### config.mk
export PLATFORM = sky130hd
export DESIGN_NAME = dcache_wb_sender
export DESIGN_NICKNAME = d
export VERILOG_FILES = /design/src/rtl/dcache_wb_sender_pkg.sv /design/src/rtl/dcache_wb_sender_line_buf.sv /design/src/rtl/dcache_wb_sender.sv
export SDC_FILE = /design/constraint.sdc
export NUM_CORES = 1
export LEC_CHECK = 0
export ABC_CLOCK_PERIOD_IN_PS = 4800
export CAP_MARGIN = 20
export CORE_MARGIN = 4
export CORE_UTILIZATION = 50
export CTS_CLUSTER_DIAMETER = 30
export DETAILED_ROUTE_END_ITERATION = 10
export PLACE_DENSITY_LB_ADDON = 0.15
export RECOVER_POWER = 25
export SLEW_MARGIN = 15
export SYNTH_ARGS = -nofsm -noshare
export SYNTH_HDL_FRONTEND = slang
export SYNTH_SLANG_ARGS = --single-unit
### constraint.sdc
create_clock -name clk -period 4.8 [get_ports clk]
set_clock_uncertainty 0.15 [all_clocks]
set_input_delay 0.96 -clock clk [delete_from_list [all_inputs] [get_ports clk]]
set_output_delay 0.96 -clock clk [all_outputs]
set_load 0.02 [all_outputs]
### src/rtl/dcache_wb_sender_pkg.sv
// Shared constants and state encoding for the data-cache write-back sender.
package dcache_wb_sender_pkg;

  localparam int unsigned INDEX_WIDTH    = 7;
  localparam int unsigned TAG_WIDTH      = 20;
  localparam int unsigned WORDS_PER_LINE = 8;
  localparam int unsigned OFFSET_WIDTH   = 5;
  localparam int unsigned BEAT_WIDTH     = 3;

  typedef enum logic [2:0] {
    WB_IDLE,
    WB_READ,
    WB_CAPTURE,
    WB_ADDR,
    WB_DATA,
    WB_RESP
  } wb_state_t;

endpackage

### src/rtl/dcache_wb_sender_line_buf.sv
// Line capture register: holds one cache line and selects the word for the current beat.
module wb_line_buf
  import dcache_wb_sender_pkg::*;
#(
  parameter int unsigned WORDS = WORDS_PER_LINE
) (
  input  logic                  clk,
  input  logic                  load,
  input  logic [WORDS*32-1:0]   line_in,
  input  logic [BEAT_WIDTH-1:0] beat,
  output logic [31:0]           word
);

  logic [WORDS*32-1:0] line_q;

  // Capture the BRAM output once; contents stay frozen until the next load.
  always_ff @(posedge clk) begin
    if (load) begin
      line_q <= line_in;
    end
  end

  // Word select for the beat currently on the data channel.
  always_comb begin
    word = line_q[{beat, 5'b0} +: 32];
  end

endmodule

### src/rtl/dcache_wb_sender.sv
// Write-back engine: reads one set from the cache arrays and sends it to memory
// as a single 8-beat write burst (address, data, response channels).
module dcache_wb_sender
  import dcache_wb_sender_pkg::*;
#(
  parameter int unsigned WORDS     = WORDS_PER_LINE,
  parameter int unsigned BURST_LEN = WORDS - 1
) (
  input  logic                   clk,
  input  logic                   rst,
  input  logic                   req_valid,
  output logic                   req_ready,
  input  logic [INDEX_WIDTH-1:0] req_index,
  output logic [INDEX_WIDTH-1:0] rd_addr,
  input  logic [TAG_WIDTH-1:0]   rd_tag,
  input  logic                   rd_vl,
  input  logic [WORDS*32-1:0]    rd_data,
  output logic                   aw_valid,
  input  logic                   aw_ready,
  output logic [31:0]            aw_addr,
  output logic [7:0]             aw_len,
  output logic                   w_valid,
  input  logic                   w_ready,
  output logic [31:0]            w_data,
  output logic                   w_last,
  input  logic                   b_valid,
  output logic                   b_ready,
  output logic                   done,
  output logic                   done_skip
);

  localparam logic [BEAT_WIDTH-1:0] LAST_BEAT = BEAT_WIDTH'(WORDS - 1);

  wb_state_t             state;
  logic [TAG_WIDTH-1:0]  tag_q;
  logic [BEAT_WIDTH-1:0] beat;
  logic                  done_q;
  logic                  skip;
  logic [31:0]           buf_word;

  wb_line_buf #(
    .WORDS (WORDS)
  ) u_line_buf (
    .clk     (clk),
    .load    (state == WB_CAPTURE),
    .line_in (rd_data),
    .beat    (beat),
    .word    (buf_word)
  );

  // Sequencer: index capture, BRAM read, burst handshakes and completion pulse.
  // rd_addr doubles as the registered index so it holds its value outside READ.
  always_ff @(posedge clk) begin
    if (rst) begin
      state    <= WB_IDLE;
      rd_addr  <= '0;
      tag_q    <= '0;
      beat     <= '0;
      aw_valid <= 1'b0;
      w_valid  <= 1'b0;
      b_ready  <= 1'b0;
      done_q   <= 1'b0;
    end else begin
      done_q <= 1'b0;
      case (state)
        WB_IDLE: begin
          if (req_valid) begin
            rd_addr <= req_index;
            state   <= WB_READ;
          end
        end
        WB_READ: begin
          state <= WB_CAPTURE;
        end
        WB_CAPTURE: begin
          tag_q <= rd_tag;
          if (rd_vl) begin
            aw_valid <= 1'b1;
            state    <= WB_ADDR;
          end else begin
            state <= WB_IDLE;
          end
        end
        WB_ADDR: begin
          if (aw_ready) begin
            aw_valid <= 1'b0;
            w_valid  <= 1'b1;
            state    <= WB_DATA;
          end
        end
        WB_DATA: begin
          if (w_ready) begin
            beat <= beat + 1'b1;
            if (beat == LAST_BEAT) begin
              w_valid <= 1'b0;
              b_ready <= 1'b1;
              state   <= WB_RESP;
            end
          end
        end
        WB_RESP: begin
          if (b_valid) begin
            b_ready <= 1'b0;
            done_q  <= 1'b1;
            state   <= WB_IDLE;
          end
        end
        default: begin
          state <= WB_IDLE;
        end
      endcase
    end
  end

  // Output decode. The skip completion depends on the valid bit that only exists
  // during CAPTURE, so it is taken straight from rd_vl rather than registered.
  always_comb begin
    skip      = (state == WB_CAPTURE) && !rd_vl;
    done      = done_q | skip;
    done_skip = skip;
    req_ready = (state == WB_IDLE);
    aw_addr   = {tag_q, rd_addr, {OFFSET_WIDTH{1'b0}}};
    aw_len    = 8'(BURST_LEN);
    w_data    = w_valid ? buf_word : '0;
    w_last    = w_valid && (beat == LAST_BEAT);
  end

endmodule
==> impl_metrics.yaml <==
layout:
  multiInputGateArea_um2: 2690
  nets: 1255
  area_growth_pct: 51.82
  regArea_um2: 8437
  layout-drive-gt1-share_pct: 17.19
  final_cell_mix: "edfxtp_1, clkdlybuf4s50_1, dlygate4sd3_1, mux4_2, clkbuf_16"
  fillers: 1319
  mostFrequentLayoutCell: "edfxtp_1"
critical_path:
  worst_setup_path_start_kind: "flip-flop"
  path_cells: "mux4_2, mux2i_1, nor2b_1, clkdlybuf4s50_1"
  required_ns: 3.69
  crit_arrival_ns: 2.84
  critPathMaxStageDelay_ns: 1.00
  end_kind: "primary output"
  cp_top_family: "flip-flops"
  path_class: "reg2out"
  cp_max_fo: 66
  critPathBufInv: 1
  cp_slowest_cell: "dfxtp_4"
logic_synthesis:
  synthTopCellsByArea: "edfxtp_1, mux4_2, dfxtp_1"
  synthArstFlopShare_pct: 0
  synth.distinct_cells: 38
  mappedNetlistArea_um2: 11430
  yosys_warnings: 0
  synth-seq-cells: 293
  synth_top_area_share_pct: 67.27
  seq_area_frac_synth_pct: 73.75
  synth_edf_count: 256
  yosys.area.top_type: "edfxtp_1"
  synth_ff_type: "edfxtp_1"
  synth_cells: 573
  syn_area_per_cell_um2: 19.94
sta:
  finalMaxSlewViolations: 0
  setup_ws_ns: 0.8466
  hold_viol: 0
  fin_crit_sh_pct: 82.36
  period_needed_ns: 3.953
  finalSetupViolations: 0
  tns_ns: 0
  fmax_ghz: 0.2529
  hold_ws_ns: 0.3488
  rsz0062_at_grt: "false"
  relSlewSlack_pct: 32.92
  worstMarginPinSlew_ns: 1.006
global_route:
  first_global_vias: 7727
  grt_pass1_wl_mm: 42.66
  antenna_found_initial: 16
  grt_usage_pct: 22.11
  grt_overflow: 0
  grt_max_degree: 186
power_and_ir_drop:
  cellInternalPower_uw: 6134
  leakage_uw: 0.005847
  comb_power_share_pct: 5.8
  power.density_nw_per_um2: 438.7
  pwr-share-clk_pct: 55.6
  ir_drop_mv: 0.3314
  p_sw_uw: 1477
  p_seq_share_pct: 38.6
  switching_share_pct: 19.41
placed_design:
  dp_slack_ns: 1.338
  gp_congestion: 0.7810
  port_buffers: 362
  post-dp-hpwl_mm: 19.11
routing:
  first_iter_violations: 398
  ant_nets: 0
  via_per_inst: 5.142
  dr.pass1.iters: 4
  wirelength_mm: 28.14
  vias: 6720
  wl_per_cell_um: 21.53
  drcViolationCount: 0
clocking:
  cts_sinks: 293
  path_clk_slew_ns: 0.05
  cts_hold_buf: 0
  cts_setup_buffers: 0
  cts_max_level: 2
  cts_buffers: 58
  insertion_delay_ns: 0.54
  cts_root_buf: "clkbuf_16"
  clk_path_buf_depth: 3
  cts_tree: "yes"
  post_cts_resized: 0
die:
  rows: 55
  io_pins: 376
  die_w_um: 159.2
  die_area_um2: 25340
  die_y_um: 159.2
  core_um2: 22570
  initial_core_util_pct: 50.63
job:
  cap_viol_max_count: 0
status:
  status: "complete, no violations"
hold_path:
  hold_path_class: "reg2reg"
worst paths after layout:
kind	from	endpoint	slack (ns)	depth (start not counted)
worst min-delay path	tag_q[7]	tag_q[7]	0.35	2
worst max-delay path	beat[2]	w_data[6]	0.85	4
worst min register to register	tag_q[7]	tag_q[7]	0.35	2
worst max register to register	state[1]	u_line_buf.line_q[53]	1.76	4
registers in the layout, indices dropped and copies added, names as in the netlist:
signal and cells:
aw_valid 1, b_ready 1, beat 3, done_q 1
rd_addr 7, state 3, tag_q 20, u_line_buf.line_q 256
w_valid 1
through the flow:
step	total power [µW]	instances	cell area (µm²)	util (%)
detailed placement	3451	1187	15200	67.32
finish	7612	1307	17350	76.87
global route	7860	1307	17350	76.87
floorplan	3146	584	11470	-
CTS	7696	1296	17300	76.64
global placement	3428	1186	15180	67.26
worst min-delay path, stage by stage (launching register included):
cell and delay, ns:
dfxtp_1 0.32, mux2i_1 0.07, nor2_1 0.07
final cells by class:
class | count | share of cell area [%]
clock inverters | 40 | 3.086
well taps | 285 | 2.055
repair buffers | 370 | 21.53
multi-input cells | 239 | 15.50
clock buffers | 69 | 9.029
inverters | 1 | 0.02163
diodes | 10 | 0.1442
flip-flops and latches | 293 | 48.63
kinds of logic after synthesis:
kind of cell	synth area share [%]
compound gates	0.7774
xor+xnor	0.07665
fa+ha+maj	0.2189
buf+inv	3.186
flops	73.75
mux	17.81
other cells	0.06571
simple gates	4.117
power by group through the flow:
stage	Combinational [µW]	Clock [µW]	Sequential [µW]
after floorplan	154	0	2990
after global placement	451	0	2980
after detailed placement	466	0	2990
after CTS	469	4280	2940
after global routing	473	4440	2950
final	442	4230	2940
Yosys cell counts (6+ instances only):
| master | n |
|---|---|
| mux2i_1 | 59 |
| nor2_1 | 28 |
| mux4_2 | 63 |
| a21oi_1 | 6 |
| edfxtp_1 | 256 |
| buf_4 | 22 |
| nand2_1 | 7 |
| nor2b_1 | 37 |
| dfxtp_1 | 37 |
| buf_2 | 13 |
| clkbuf_1 | 10 |
routing by layer:
layer,routed length (µm),up-vias,GRT usage [%]
li1,-,3052,-
met3,2346,59,8.361
met5,81,-,0
met4,653,12,7.771
met1,9966,3291,24.11
met2,15100,306,39.60
(Power assumes the default switching activity.)
